<file path="config.mk">
export PLATFORM = sky130hd
export DESIGN_NAME = apb_master
export DESIGN_NICKNAME = d
export VERILOG_FILES = /design/src/rtl/apb_master_pkg.sv /design/src/rtl/apb_wait_timer.sv /design/src/rtl/apb_master.sv
export SDC_FILE = /design/constraint.sdc
export NUM_CORES = 1
export LEC_CHECK = 0
export BUFFER_PORTS_ARGS = -buffer_cell sky130_fd_sc_hd__buf_2
export CAP_MARGIN = 20
export CORE_UTILIZATION = 50
export CTS_CLUSTER_SIZE = 20
export DETAILED_ROUTE_END_ITERATION = 12
export PLACE_DENSITY = 0.83
export SLEW_MARGIN = 20
export SYNTH_ARGS = -nofsm -noshare
export SYNTH_HDL_FRONTEND = slang
export SYNTH_SLANG_ARGS = --single-unit
</file>
<file path="constraint.sdc">
create_clock -name clk -period 2.4 [get_ports clk]
set_clock_uncertainty 0.1 [all_clocks]
set_input_delay 0.12 -clock clk [delete_from_list [all_inputs] [get_ports clk]]
set_output_delay 0.12 -clock clk [all_outputs]
set_load 0.05 [all_outputs]
</file>
<file path="src/rtl/apb_master_pkg.sv">
// Shared definitions for the APB master: FSM encoding, one-hot slave select codes
// and the default ACCESS-phase wait limit.
package apb_master_pkg;

  typedef enum logic [1:0] {
    ST_IDLE   = 2'd0,
    ST_SETUP  = 2'd1,
    ST_ACCESS = 2'd2,
    ST_RESP   = 2'd3
  } apb_state_t;

  localparam logic [1:0] PSEL_GPIO       = 2'b01;
  localparam logic [1:0] PSEL_UART       = 2'b10;
  localparam int         TIMEOUT_DEFAULT = 16;

  function automatic logic [1:0] psel_code(input logic sel);
    return sel ? PSEL_UART : PSEL_GPIO;
  endfunction

endpackage

</file>
<file path="src/rtl/apb_wait_timer.sv">
// Counts ACCESS-phase wait cycles; expired flags the terminal count TIMEOUT-1.
module apb_wait_timer
  import apb_master_pkg::*;
#(
  parameter int TIMEOUT = TIMEOUT_DEFAULT
) (
  input  logic clk,
  input  logic rst_n,
  input  logic clear,
  input  logic enable,
  output logic expired
);

  localparam logic [7:0] LAST = 8'(TIMEOUT - 1);

  logic [7:0] count;

  always_ff @(posedge clk) begin
    if (!rst_n) begin
      count <= '0;
    end else if (clear) begin
      count <= '0;
    end else if (enable) begin
      count <= count + 8'd1;
    end
  end

  assign expired = (count == LAST);

endmodule

</file>
<file path="src/rtl/apb_master.sv">
// Single-outstanding APB master: accepts one command, runs SETUP/ACCESS on the bus,
// and returns read data / error (slave error or wait timeout) as a response.
module apb_master
  import apb_master_pkg::*;
#(
  parameter int TIMEOUT = TIMEOUT_DEFAULT
) (
  input  logic        clk,
  input  logic        rst_n,
  input  logic        cmd_valid,
  output logic        cmd_ready,
  input  logic        cmd_write,
  input  logic        cmd_sel,
  input  logic [31:0] cmd_addr,
  input  logic [31:0] cmd_wdata,
  output logic        rsp_valid,
  input  logic        rsp_ready,
  output logic [31:0] rsp_rdata,
  output logic        rsp_err,
  output logic [31:0] pAdd,
  output logic [31:0] pwData,
  output logic [1:0]  psel,
  output logic        pen,
  output logic        pwr,
  input  logic [31:0] prdata,
  input  logic        pready,
  input  logic        err_in,
  output apb_state_t  dbg_state
);

  // Handshakes: a transfer happens on a rising edge where valid & ready are both 1;
  // a raised valid and its payload are held until that edge.
  apb_state_t state;
  logic       expired;

  apb_wait_timer #(.TIMEOUT(TIMEOUT)) u_wait_timer (
    .clk     (clk),
    .rst_n   (rst_n),
    .clear   (state == ST_SETUP),
    .enable  ((state == ST_ACCESS) && !pready),
    .expired (expired)
  );

  // The command registers double as the APB address/data/write outputs; they are
  // loaded at the handshake and cleared when the bus phase ends.
  always_ff @(posedge clk) begin
    if (!rst_n) begin
      state     <= ST_IDLE;
      cmd_ready <= 1'b1;
      rsp_valid <= 1'b0;
      rsp_rdata <= '0;
      rsp_err   <= 1'b0;
      pAdd      <= '0;
      pwData    <= '0;
      psel      <= '0;
      pen       <= 1'b0;
      pwr       <= 1'b0;
    end else begin
      case (state)
        ST_IDLE: begin
          if (cmd_valid) begin
            state     <= ST_SETUP;
            cmd_ready <= 1'b0;
            psel      <= psel_code(cmd_sel);
            pwr       <= cmd_write;
            pAdd      <= cmd_addr;
            pwData    <= cmd_wdata;
          end
        end
        ST_SETUP: begin
          pen   <= 1'b1;
          state <= ST_ACCESS;
        end
        ST_ACCESS: begin
          // pready on the terminal-count cycle takes priority over the timeout.
          if (pready || expired) begin
            state     <= ST_RESP;
            rsp_valid <= 1'b1;
            rsp_err   <= pready ? err_in : 1'b1;
            rsp_rdata <= (pready && !pwr) ? prdata : '0;
            psel      <= '0;
            pen       <= 1'b0;
            pwr       <= 1'b0;
            pAdd      <= '0;
            pwData    <= '0;
          end
        end
        ST_RESP: begin
          if (rsp_ready) begin
            state     <= ST_IDLE;
            rsp_valid <= 1'b0;
            cmd_ready <= 1'b1;
          end
        end
        default: state <= ST_IDLE;
      endcase
    end
  end

  assign dbg_state = state;

endmodule

</file>
Yosys cells after proc, flatten, opt, wreduce, memory -nomap -nowiden
Cells that the tools add are included.
{"block": "word_totals", "reg_bits": 113, "in_bits": 104, "elab_cells": 62}
{"block": "classes", "add_sub_neg": 1, "eq_ne": 7, "n_mux": 25, "bitwise": 1, "n_reduce_logical": 17}
{"op": "$mux 32", "count": 4}
{"op": "$pmux 32 s2", "count": 2}
{"op": "$mux 2", "count": 6}
{"op": "$reduce_and 3->1", "count": 4}
{"op": "$add 8x1->8 const B", "count": 1}
{"op": "$eq 8x4->1 const B", "count": 1}
{"op": "$pmux 1 s2", "count": 4}
{"op": "$pmux 2 s4", "count": 1}
{"op": "$reduce_bool 2->1", "count": 4}
{"op": "$mux 1", "count": 7}
{"op": "$eq 2x2->1 const B", "count": 2}
{"op": "$ne 2x2->1 const B", "count": 2}
{"op": "$pmux 2 s2", "count": 1}
{"op": "$reduce_and 2->1", "count": 2}
{"op": "$eq 2x1->1 const B", "count": 1}
{"op": "$logic_and 1x1->1", "count": 2}
{"op": "$logic_not 1->1", "count": 2}
{"op": "$logic_not 2->1", "count": 1}
{"op": "$ne 2x1->1 const B", "count": 1}
{"op": "$reduce_or 2->1", "count": 1}
{"op": "$logic_or 1x1->1", "count": 1}
{"op": "$not 1->1", "count": 1}

Depth between registers and ports, before layout
Gate-level depths: netlist (run 1).
{"block": "logic_depth", "depth_word": 4, "depth_mapped": 8, "depth_no_buf": 6}

Hierarchy
A second synthesis (run 1) with hierarchy kept.
{"block": "hier_totals", "cells_unflattened": 539, "hier_area_um2": 4863.4}
{"module": "apb_master", "n_inst": 1, "cells_each": 499, "area_each_um2": 4503.1, "seq_area_each_um2": 2102.0}
{"module": "apb_wait_timer", "n_inst": 1, "cells_each": 40, "area_each_um2": 360.3, "seq_area_each_um2": 160.2}

Worst setup path after synthesis (run 1)
OpenSTA, ideal clock, no wires.
{"block": "synth_timing", "path_kind": "reg-to-reg", "from": "reg state[0], in the netlist dbg_state[0]", "to": "reg pAdd[10]", "setup_time_ns": 0.070, "arrival_ns": 1.968, "path_slack_ns": 0.262, "stages_incl_launch_ff": 9, "synth_period_minus_slack_ns": 2.138, "path_cell_list": "dfxtp_1 -> inv_1 -> ha_1 -> nand2_1 -> a21boi_1 -> buf_2 -> buf_2 -> o21ai_0 -> a21oi_1"}
{"block": "synth_between", "elab_chain_cells": 3}
{"element": "from (decl)", "line": "apb_master.sv:33", "text": "apb_state_t state;"}
{"element": "from (signal assigned)", "line": "apb_master.sv:48", "text": "state <= ST_IDLE;"}
{"element": "from (signal assigned)", "line": "apb_master.sv:62", "text": "state <= ST_SETUP;"}
{"element": "from (signal assigned)", "line": "apb_master.sv:72", "text": "state <= ST_ACCESS;"}
{"element": "$eq 2x2->1 or $logic_not 2->1 (tied branches)", "line": "apb_master.sv:59", "text": "case (state)"}
{"element": "$ne 2x1->1 (no source line) (tied with other cells)"}
{"element": "$reduce_and 3->1 (no source line)"}
{"element": "to (signal assigned)", "line": "apb_master.sv:66", "text": "pAdd <= cmd_addr;"}
{"element": "to (decl)", "line": "apb_master.sv:20", "text": "output logic [31:0] pAdd,"}
Parallel ways exist; a longest one is shown, timed or not.
A chain may end at the register's enable or synchronous reset.

Worst setup path after layout (run 1)
{"block": "layout_timing", "from": "reg state[0], in the netlist dbg_state[0]", "to": "reg rsp_rdata[19]"}
{"block": "layout_between", "elab_chain_cells": 2}
{"element": "$eq 2x2->1", "line": "apb_master.sv:59"}
{"element": "$reduce_and 2->1 (no source line)"}
{"element": "to (signal assigned)", "line": "apb_master.sv:80", "text": "rsp_rdata <= (pready && !pwr) ? prdata : '0;"}
{"element": "to (decl)", "line": "apb_master.sv:18", "text": "output logic [31:0] rsp_rdata,"}
No other way between the ends.

==> results of run 1 <==
## cells in the final DEF (no fill, tap or decap), drive strengths merged, types with 2 or more instances in the layout
cell type and instances:
and3 2, o21a 2, o21ai 72, ha 6
clkinv 5, dlygate4sd3 103, xor2 6, a311oi 33
nand2 104, nand2b 2, or3 2, buf 217
nor2 12, dfxtp 113, clkinvlp 5, nand4 4
inv 8, a21oi 102, clkbuf 18
## worst max path at each step
stage,to,slack [ps],cells past startpoint
after floorplan,pAdd[10]$_SDFFE_PN0P_,260,8
after global placement,pAdd[18]$_SDFFE_PN0P_,510,7
after detailed placement,rsp_rdata[26]$_SDFFE_PN0P_,380,8
after CTS,rsp_err$_SDFFE_PN0P_,320,7
after global routing,pwData[28]$_SDFFE_PN0P_,130,7
final,rsp_rdata[19]$_SDFFE_PN0P_,250,8
## routing by layer
metal	vias to the layer above	routed length [um]	global-route usage, %
li1	2435	-	-
met3	54	1430	9.479
met5	-	0	0
met4	0	384	15.81
met2	313	7899	57.09
met1	2442	6046	35.81
## kinds of logic after synthesis
family                   synth area share [%]
adder cells (fa/ha/maj)                 1.689
buffers and inverters                   6.051
AO/OA/AOI/OAI                           27.61
flip-flops                              50.89
XOR/XNOR                                1.379
multiplexers                           0.2252
AND/OR/NAND/NOR                         12.16
## power by group through the flow
stage	Sequential, mW	Clock [mW]	Combinational [mW]
after floorplan	3.57	0	1.19
after global placement	2.40	0	3.07
after detailed placement	2.42	0	3.15
after CTS	2.39	2.36	3.29
after global routing	2.45	2.46	3.58
final	2.41	2.32	3.37
## layout make-up
| class | count | area [um^2] |
|---|---|---|
| fill | 506 | 1560 |
| timing repair buffer | 320 | 2202 |
| clock buffer | 18 | 427.9 |
| tap | 108 | 135.1 |
| inverter | 5 | 18.77 |
| sequential | 113 | 2262 |
| multi-input combinational | 357 | 1938 |
| clock inverter | 14 | 133.9 |
## per-stage QoR
step	area, um^2	power (mW)	util (%)
CTS	7118	8.049	82.02
global route	7118	8.488	82.02
detailed placement	5525	5.574	63.67
floorplan	4446	4.768	-
global placement	5525	5.473	63.67
finish	7118	8.105	82.02
## state kept, by name, indices dropped and copies added (netlist names)
name and count:
pAdd 32, pwData 32, rsp_rdata 32, u_wait_timer.count 8
dbg_state 2, psel 2, cmd_ready 1, pen 1
pwr 1, rsp_err 1, rsp_valid 1
## worst max-delay path, cell delays in order (launching register included)
cell and delay [ps]:
dfxtp_1 340, inv_1 150, ha_1 250, buf_12 240, nand2_1 130, nor2_4 120, buf_12 260, a21oi_1 130
a311oi_1 310
==> impl_results.md, run 1 <==
* Outcome: finished, final reports clean
* GR Util All Layers at 32.53%
* Final wirelength at 15.76 mm
* Hold Crit Endpoint: u_wait_timer.count[0]$_SDFFE_PP0P_
* Fraction of registers with async set or reset after synthesis at 0%
* Setup TNS at 0 ps
* Critical R2R Capture: rsp_rdata[19]$_SDFFE_PN0P_
* Grt total ovfl at 0
* Layout Nets at 924
* Synth top cells by count: dfxtp_1, nand2_1, a21oi_1, o21ai_0, a311oi_1
* Worst EP required at 2690 ps
* Synth Register Bits at 113
* Routability Congestion at 0.8266
* Internal power at 4.556 mW
* Cell variety after synth at 33
* CP Launch Type: flip-flop
* YS warnings at 0
* Actual slew at the worst max-slew pin at 541.8 ps
* Max FO, Critical Path at 64
* Crit Path Class: reg2reg
* Full die area at 9272 um^2
* DP HPWL at 8.204 mm
* Mapped Area at 4446 um^2
* Final min period at 2149 ps
* Iteration-0 DRC Markers at 323
* Worst Path Arrival at 2440 ps
* Worst Setup SP: dbg_state[0]$_SDFFE_PN0P_
* Total number of vias at 5,244
* Rows at 34
* Drt first pass iters at 5
* Hold path depth at 5
* Top cell type's share of synthesized area at 50.89%
* EDFF count, synth at 0
* Post-CTS Hold Buffers at 103
* Sequential fraction of the synthesis area at 50.89%
* Cts repair resizes at 0
* Syn Inst Count at 522
* Max frequency at 465.3 MHz
* Hold crit path type: in2reg
* Cell taking the most area after synthesis: dfxtp_1
* Unrepaired setup endpoints after global routing: no
* Register share of total power at 29.8%
* Clock Power Share at 28.6%
* R2R depth at 8
* Min Hold Slack at 78.19 ps
* Largest net degree at the start of global routing at 67
* Worst Hold Launch: pready
* Synthesized Nets at 632
* Top_reg_cell synth: dfxtp_1
* Clock Latency Late Sink at 500 ps
* Die W at 96.29 um
* Vias in the first global route at 4,968
* Port Buf Inserts at 208
* Final Cycle Share at 89.55%
* Clk root buf: clkbuf_8
* Final Hold Viols at 0
* Leakage power at 3.090 nW
* First-pass GRT wire length at 23.09 mm
* Pwr dens at 1139 nW/um^2
* Most frequent cell after synthesis: dfxtp_1
* Num CTS Buffers at 17
* Post-Place Setup Slack at 382.7 ps
* Reg2Reg Launch Point: dbg_state[0]$_SDFFE_PN0P_
* Share of cells above drive strength 1 at 31.08%
* DRC violation count after routing at 0
* Area grow syn2layout at 60.12%
* CTS tree: built
* Initial antenna violation count at 0
* Reg2reg setup slack at 250 ps
* Core area at 8678 um^2
* Non-filler cells, final at 935
* Placed instance count at 800
* Wire length per cell at 16.86 um
* Crit end category: flip-flop
* # H-tree levels at 4
* Logic pwr share at 41.6%
* Syn avg cell area at 8.516 um^2
* # Post-CTS Setup Buffers at 0
* Switching Share at 43.79%
* Routed vias/inst at 5.609
* ANT nets after route at 0
* Slew Viols, Final at 0
* Psw at 3.549 mW
* Clk sinks at 113
* Area contributors post-synth: dfxtp_1, a21oi_1, nand2_1
* Max VDD drop at 0.0008511 V
* Setup violations, final at 0
* # diodes at 0
* Max-Cap Viols at 0
* I/O pin count at 209
* Slew HR at 63.88%
* Worst-path clk slew at 60 ps
* Initial Util at 51.23%
* Die height at 96.29 um
* Clock buffer depth at 2
* Worst Slack Setup Final at 250.8 ps
No activity file was read; power rests on OpenSTA's default activity.
==> run 2, diff against run 1 <==
- ABC_AREA: default -> 1
- CORE_UTILIZATION: 50 -> 53
- PLACE_DENSITY: 0.83 -> 0.84
==> run 2 against run 1 <==
Cell count grew 41%; combinational power grew 91%; sequential share of layout area down 4.3 points; worst hold slack lost 49 ps; area after synthesis increased by 21%; fmax shrank 2.7%; global-route usage is 0.88 points higher; via count is 20% higher; first-iteration DRC count rose by 1.9%.
==> impl_results.md, run 2 <==
* Cell taking the most area after synthesis: dfxtp_1
* DRC violation count after routing at 0
* Max-Cap Viols at 0
* I/O pin count at 209
* Leakage power at 4.540 nW
* Full die area at 10,540 um^2
* Final Util at 83.91%
* Synthesized Nets at 966
* # diodes at 0
* Most common cell after layout, fill and taps aside: nor2_1
* Post-route cell area at 8239 um^2
* Worst Slack Setup Final at 190.7 ps
* R2R depth at 6
* First-pass GRT wire length at 27.57 mm
* Worst Path Arrival at 2540 ps
* Wire length per cell at 13.25 um
* Commonest cells after routing, fill and taps aside: nor2_1, buf_2, nand2_1
* GR Util All Layers at 33.41%
* Vias in the first global route at 6,222
* YS warnings at 0
* Fraction of registers with async set or reset after synthesis at 0%
* Routed vias/inst at 4.770
* Iteration-0 DRC Markers at 329
* Multi-input gate area at 2216 um^2
* Top cell type's share of synthesized area at 42.12%
* Sequential Area at 2262 um^2
* Slew HR at 60.26%
* Initial Util at 54.70%
* Routability Congestion at 0.8470
* Max frequency at 452.6 MHz
* Slew Viols, Final at 0
* Num CTS Buffers at 17
* Layout Nets at 1,278
* Post-Place Setup Slack at 363.1 ps
* Area contributors post-synth: dfxtp_1, nor2_1, nand2_1
* Synth top cells by count: nor2_1, nand2_1, inv_1, dfxtp_1, o21ai_0
* Clock Latency Late Sink at 500 ps
* Most frequent cell after synthesis: nor2_1
* Mapped Area at 5371 um^2
* Pwr dens at 1474 nW/um^2
* Crit end category: flip-flop
* Syn avg cell area at 6.275 um^2
* Synth Register Bits at 113
* FILL cells at 596
* Port Buf Inserts at 208
* Final Hold Viols at 0
* Die W at 102.7 um
* Clk root buf: clkbuf_8
* Drt first pass iters at 5
* Cell variety after synth at 29
* # H-tree levels at 4
* Final Cycle Share at 92.05%
* Clk sinks at 113
* Crit Path Class: reg2reg
* Area grow syn2layout at 53.39%
* Largest net degree at the start of global routing at 105
* Setup violations, final at 0
* Initial antenna violation count at 0
* Max FO, Critical Path at 56
* Hold path depth at 5
* Share of cells above drive strength 1 at 21.68%
* Sequential fraction of the synthesis area at 42.12%
* PnR Total Power at 12.15 mW
* ANT nets after route at 0
* Unrepaired setup endpoints after global routing: no
* Grt total ovfl at 0
* Clock buffer depth at 2
* Actual slew at the worst max-slew pin at 594.7 ps
* Worst-path clk slew at 60 ps
* Final wirelength at 17.42 mm
* Max VDD drop at 0.0008591 V
* Core area at 9819 um^2
* Rows at 36
* DP HPWL at 8.636 mm
* Total number of vias at 6,268
* CTS tree: built
* Setup TNS at 0 ps
* Top_reg_cell synth: dfxtp_1
* Die height at 102.7 um
* Hold crit path type: in2reg
* Placed Area at 6411 um^2
* Syn Inst Count at 856
* CP Launch Type: flip-flop
* EDFF count, synth at 0
* Worst EP required at 2730 ps
* Outcome: finished, final reports clean
* Final min period at 2209 ps
* Top Registers: pAdd (32), pwData (32), rsp_rdata (32)
run 2: changes by cell type after synthesis, moves of 5 or more:
cell | previous run | this run
buf_6 | 7 | 1
nand2_1 | 104 | 175
a21oi_1 | 102 | 21
nor2_1 | 11 | 269
inv_1 | 5 | 167
buf_8 | 0 | 6
nand3_1 | 0 | 5
nand4_1 | 4 | 16
a311oi_1 | 33 | 0
nor3_1 | 0 | 5
o21ai_0 | 70 | 22
xor2_1 | 6 | 0
run 2: path summary, 6_finish.rpt:
check | startpoint | to | slack (ps)
worst max register to register | dbg_state[0]$_SDFFE_PN0P_ | rsp_rdata[24]$_SDFFE_PN0P_ | 190
worst min-delay path | cmd_valid | cmd_ready$_SDFFE_PN1P_ | 30
worst min register to register | rsp_rdata[13]$_SDFFE_PN0P_ | rsp_rdata[13]$_SDFFE_PN0P_ | 360
worst max-delay path | dbg_state[0]$_SDFFE_PN0P_ | rsp_rdata[24]$_SDFFE_PN0P_ | 190
run 2: what timing repair did:
item                                   4_1_cts  5_1_grt
gates resized for setup                      0        1
hold buffers                               118        0
setup buffers                                0        0
endpoints found under the hold margin      105        0
setup endpoints to repair                    0        6
run 2: cell type report:
type / instances / area share, %
clock buffer: 22 / 5.619
clock inverter: 10 / 2.187
inverter: 170 / 7.745
multi-input combinational: 530 / 26.89
sequential: 113 / 27.46
tap: 133 / 2.020
timing repair buffer: 336 / 28.08
run 2: cells by family (layout without fill, tap and decap cells):
| kind of cell | after synthesis | count (layout) | share of synthesized area (%) |
|---|---|---|---|
| AOI/OAI and AO/OA | 47 | 47 | 4.775 |
| adders and majority gates | 6 | 6 | 1.398 |
| buffers and inverters | 213 | 538 | 16.68 |
| DFF | 113 | 113 | 42.12 |
| and+or+nand+nor | 477 | 477 | 35.03 |
run 2: layer usage:
metal	GRT usage (%)	up-vias	routed length (um)
met5	0	-	0
li1	-	3097	-
met2	59.54	308	8940
met1	34.28	2774	6402
met3	8.610	89	1181
met4	22.97	0	893
run 2: worst max-delay path: stages (launching register included):
cell and delay (ps):
dfxtp_1 350, inv_1 120, ha_2 240, buf_6 390, nand4_1 150, dlygate4sd3_1 610, a21oi_1 170
run 2: per-stage QoR:
stage / hold WS (ps) / std cells
after detailed placement: 299.8 / 1164
after global routing: 65.80 / 1314
after global placement: 280.9 / 1164
final: 28.84 / 1314
after CTS: 10.39 / 1314
after floorplan: 185.3 / 856
run 2: power breakdown:
group          total [mW]  internal [mW]  switching [mW]
registers            2.97           2.61           0.367
logic                6.45           1.59            4.86
clock network        2.72           1.87           0.857
==> run 3, diff against run 2 <==
- RECOVER_POWER: default -> 25
==> run 3 against run 2 <==
Sequential share of layout area increased by 0.23 points; largest cell class is now registers; highest routed layer unchanged; via count increased by 0.70%; global-route usage unchanged; non-clock buffer count unchanged.
==> impl_results.md, run 3 (synthesis results as in run 2) <==
* Outcome: finished, final reports clean
* Max frequency at 452.7 MHz
* Final Util at 83.22%
* Area grow syn2layout at 52.13%
* Top Registers: pAdd (32), pwData (32), rsp_rdata (32)
* Max-Cap Viols at 0
* FILL cells at 636
* Total number of vias at 6,312
* Initial antenna violation count at 0
* Crit Path Class: reg2reg
* Clk root buf: clkbuf_8
* Wire length per cell at 13.30 um
* Commonest cells after routing, fill and taps aside: nor2_1, nand2_1, inv_1
* Levels on crit path at 6
* Unrepaired setup endpoints after global routing: no
* Final wirelength at 17.47 mm
* Vias in the first global route at 6,222
* Worst EP required at 2730 ps
* I/O pin count at 209
* Clk sinks at 113
* Hold crit path type: in2reg
* Met2 usage at 59.54%
* CTS tree: built
* Drt first pass iters at 6
* Final Hold Viols at 0
* Reg2Reg Launch Point: dbg_state[0]$_SDFFE_PN0P_
* Family with the most delay on the worst path: buffers and inverters
* Pwr dens at 1476 nW/um^2
* Max FO, Critical Path at 56
* Initial Util at 54.70%
* Core area at 9819 um^2
* Most common cell after layout, fill and taps aside: nor2_1
* Critical R2R Capture: rsp_rdata[24]$_SDFFE_PN0P_
* CP max stage delay at 600 ps
* Met3 usage at 8.610%
* Setup crit end: rsp_rdata[24]$_SDFFE_PN0P_
* Port Buf Inserts at 208
* Clock buffer depth at 2
* Max VDD drop at 0.0008559 V
* Routed vias/inst at 4.804
* Die W at 102.7 um
* Num CTS Buffers at 17
* R2R depth at 6
* Leakage power at 4.331 nW
* Crit end category: flip-flop
* Busiest grt layer: met2
* Final Cycle Share at 92.04%
* Worst-path clk slew at 60 ps
* Reg2reg setup slack at 190 ps
* CP Launch Type: flip-flop
* Grt met1 use at 34.28%
* Setup violations, final at 0
* Die height at 102.7 um
* Layout Nets at 1,278
* Grt total ovfl at 0
* DP HPWL at 8.636 mm
* Routability Congestion at 0.8470
* GR Util All Layers at 33.41%
* Buf/Inv on CP at 3
* Slew HR at 51.92%
* Slew Viols, Final at 0
* # H-tree levels at 4
* # diodes at 0
* Worst Setup SP: dbg_state[0]$_SDFFE_PN0P_
* Largest net degree at the start of global routing at 105
* Clock Latency Late Sink at 510 ps
* Final min period at 2209 ps
* CP max stage cell: dlygate4sd3_1
* Cell Chain, Critical Path: inv_1 > ha_2 > buf_6 > nand4_1 > dlygate4sd3_1 > a21oi_1
* Actual slew at the worst max-slew pin at 724.3 ps
* Worst Path Arrival at 2540 ps
* Iteration-0 DRC Markers at 301
* DRC violation count after routing at 0
* First-pass GRT wire length at 27.57 mm
* Setup TNS at 0 ps
* ANT nets after route at 0
* Full die area at 10,540 um^2
* Share of cells above drive strength 1 at 17.10%
* Rows at 36
## run 3: changes by cell type in the layout (fill, tap and decap cells not counted)
cell      delta
buf_2       -54
clkbuf_1    +54
## run 3: stage by stage
step / total power [mW] / cell area, um^2 / setup WS [ps] / hold WS (ps) / cells
after global routing: 12.79 / 8172 / 76.23 / 65.80 / 1314
after detailed placement: 9.034 / 6411 / 363.1 / 299.8 / 1164
final: 12.06 / 8172 / 191.1 / 25.41 / 1314
after global placement: 8.964 / 6411 / 461.5 / 280.9 / 1164
after CTS: 11.96 / 8235 / 147.5 / 10.39 / 1314
after floorplan: 7.981 / 5371 / 228.3 / 185.3 / 856
## run 3: area by class of cell
| type | count | area, um^2 | share of cell area (%) |
|---|---|---|---|
| tap | 133 | 166.4 | 2.036 |
| clock inverter | 10 | 180.2 | 2.205 |
| clock buffer | 22 | 462.9 | 5.665 |
| inverter | 170 | 638.1 | 7.809 |
| sequential | 113 | 2262 | 27.68 |
| multi-input combinational | 530 | 2216 | 27.12 |
| timing repair buffer | 336 | 2246 | 27.48 |
## run 3: power breakdown
| group | internal, mW | switching [mW] | total, mW |
|---|---|---|---|
| Sequential | 2.61 | 0.380 | 2.99 |
| Combinational | 1.48 | 4.86 | 6.34 |
| Clock | 1.87 | 0.863 | 2.73 |
| Total | 5.95 | 6.10 | 12.1 |
## run 3: routing by layer
metal	vias up	part of all wire (%)
li1	3097	-
met1	2809	38
met2	312	51
met3	94	6.5
met4	0	5.2
met5	-	0
## run 3: worst min-delay path by stage
stage	slack [ps]	cells past startpoint	endpoint	start
after floorplan	190	2	rsp_err$_SDFFE_PN0P_	err_in
after global placement	280	3	rsp_err$_SDFFE_PN0P_	err_in
after detailed placement	300	3	rsp_err$_SDFFE_PN0P_	err_in
after CTS	10	5	cmd_ready$_SDFFE_PN1P_	cmd_valid
after global routing	70	5	cmd_ready$_SDFFE_PN1P_	cmd_valid
final	30	5	cmd_ready$_SDFFE_PN1P_	cmd_valid
## run 3: tightest hold or removal path: cells and delay by family
family	cells	cell delay, ps
AOI/OAI and AO/OA	1	100
buffers and inverters	2	130
and+or+nand+nor	2	230
## run 3: timing repair
item | CTS | global route
gates resized for setup | 0 | 1
setup endpoints to repair | 0 | 6
hold endpoints to repair | 105 | 0
buffers inserted | 0 | 0
hold buffers | 118 | 0
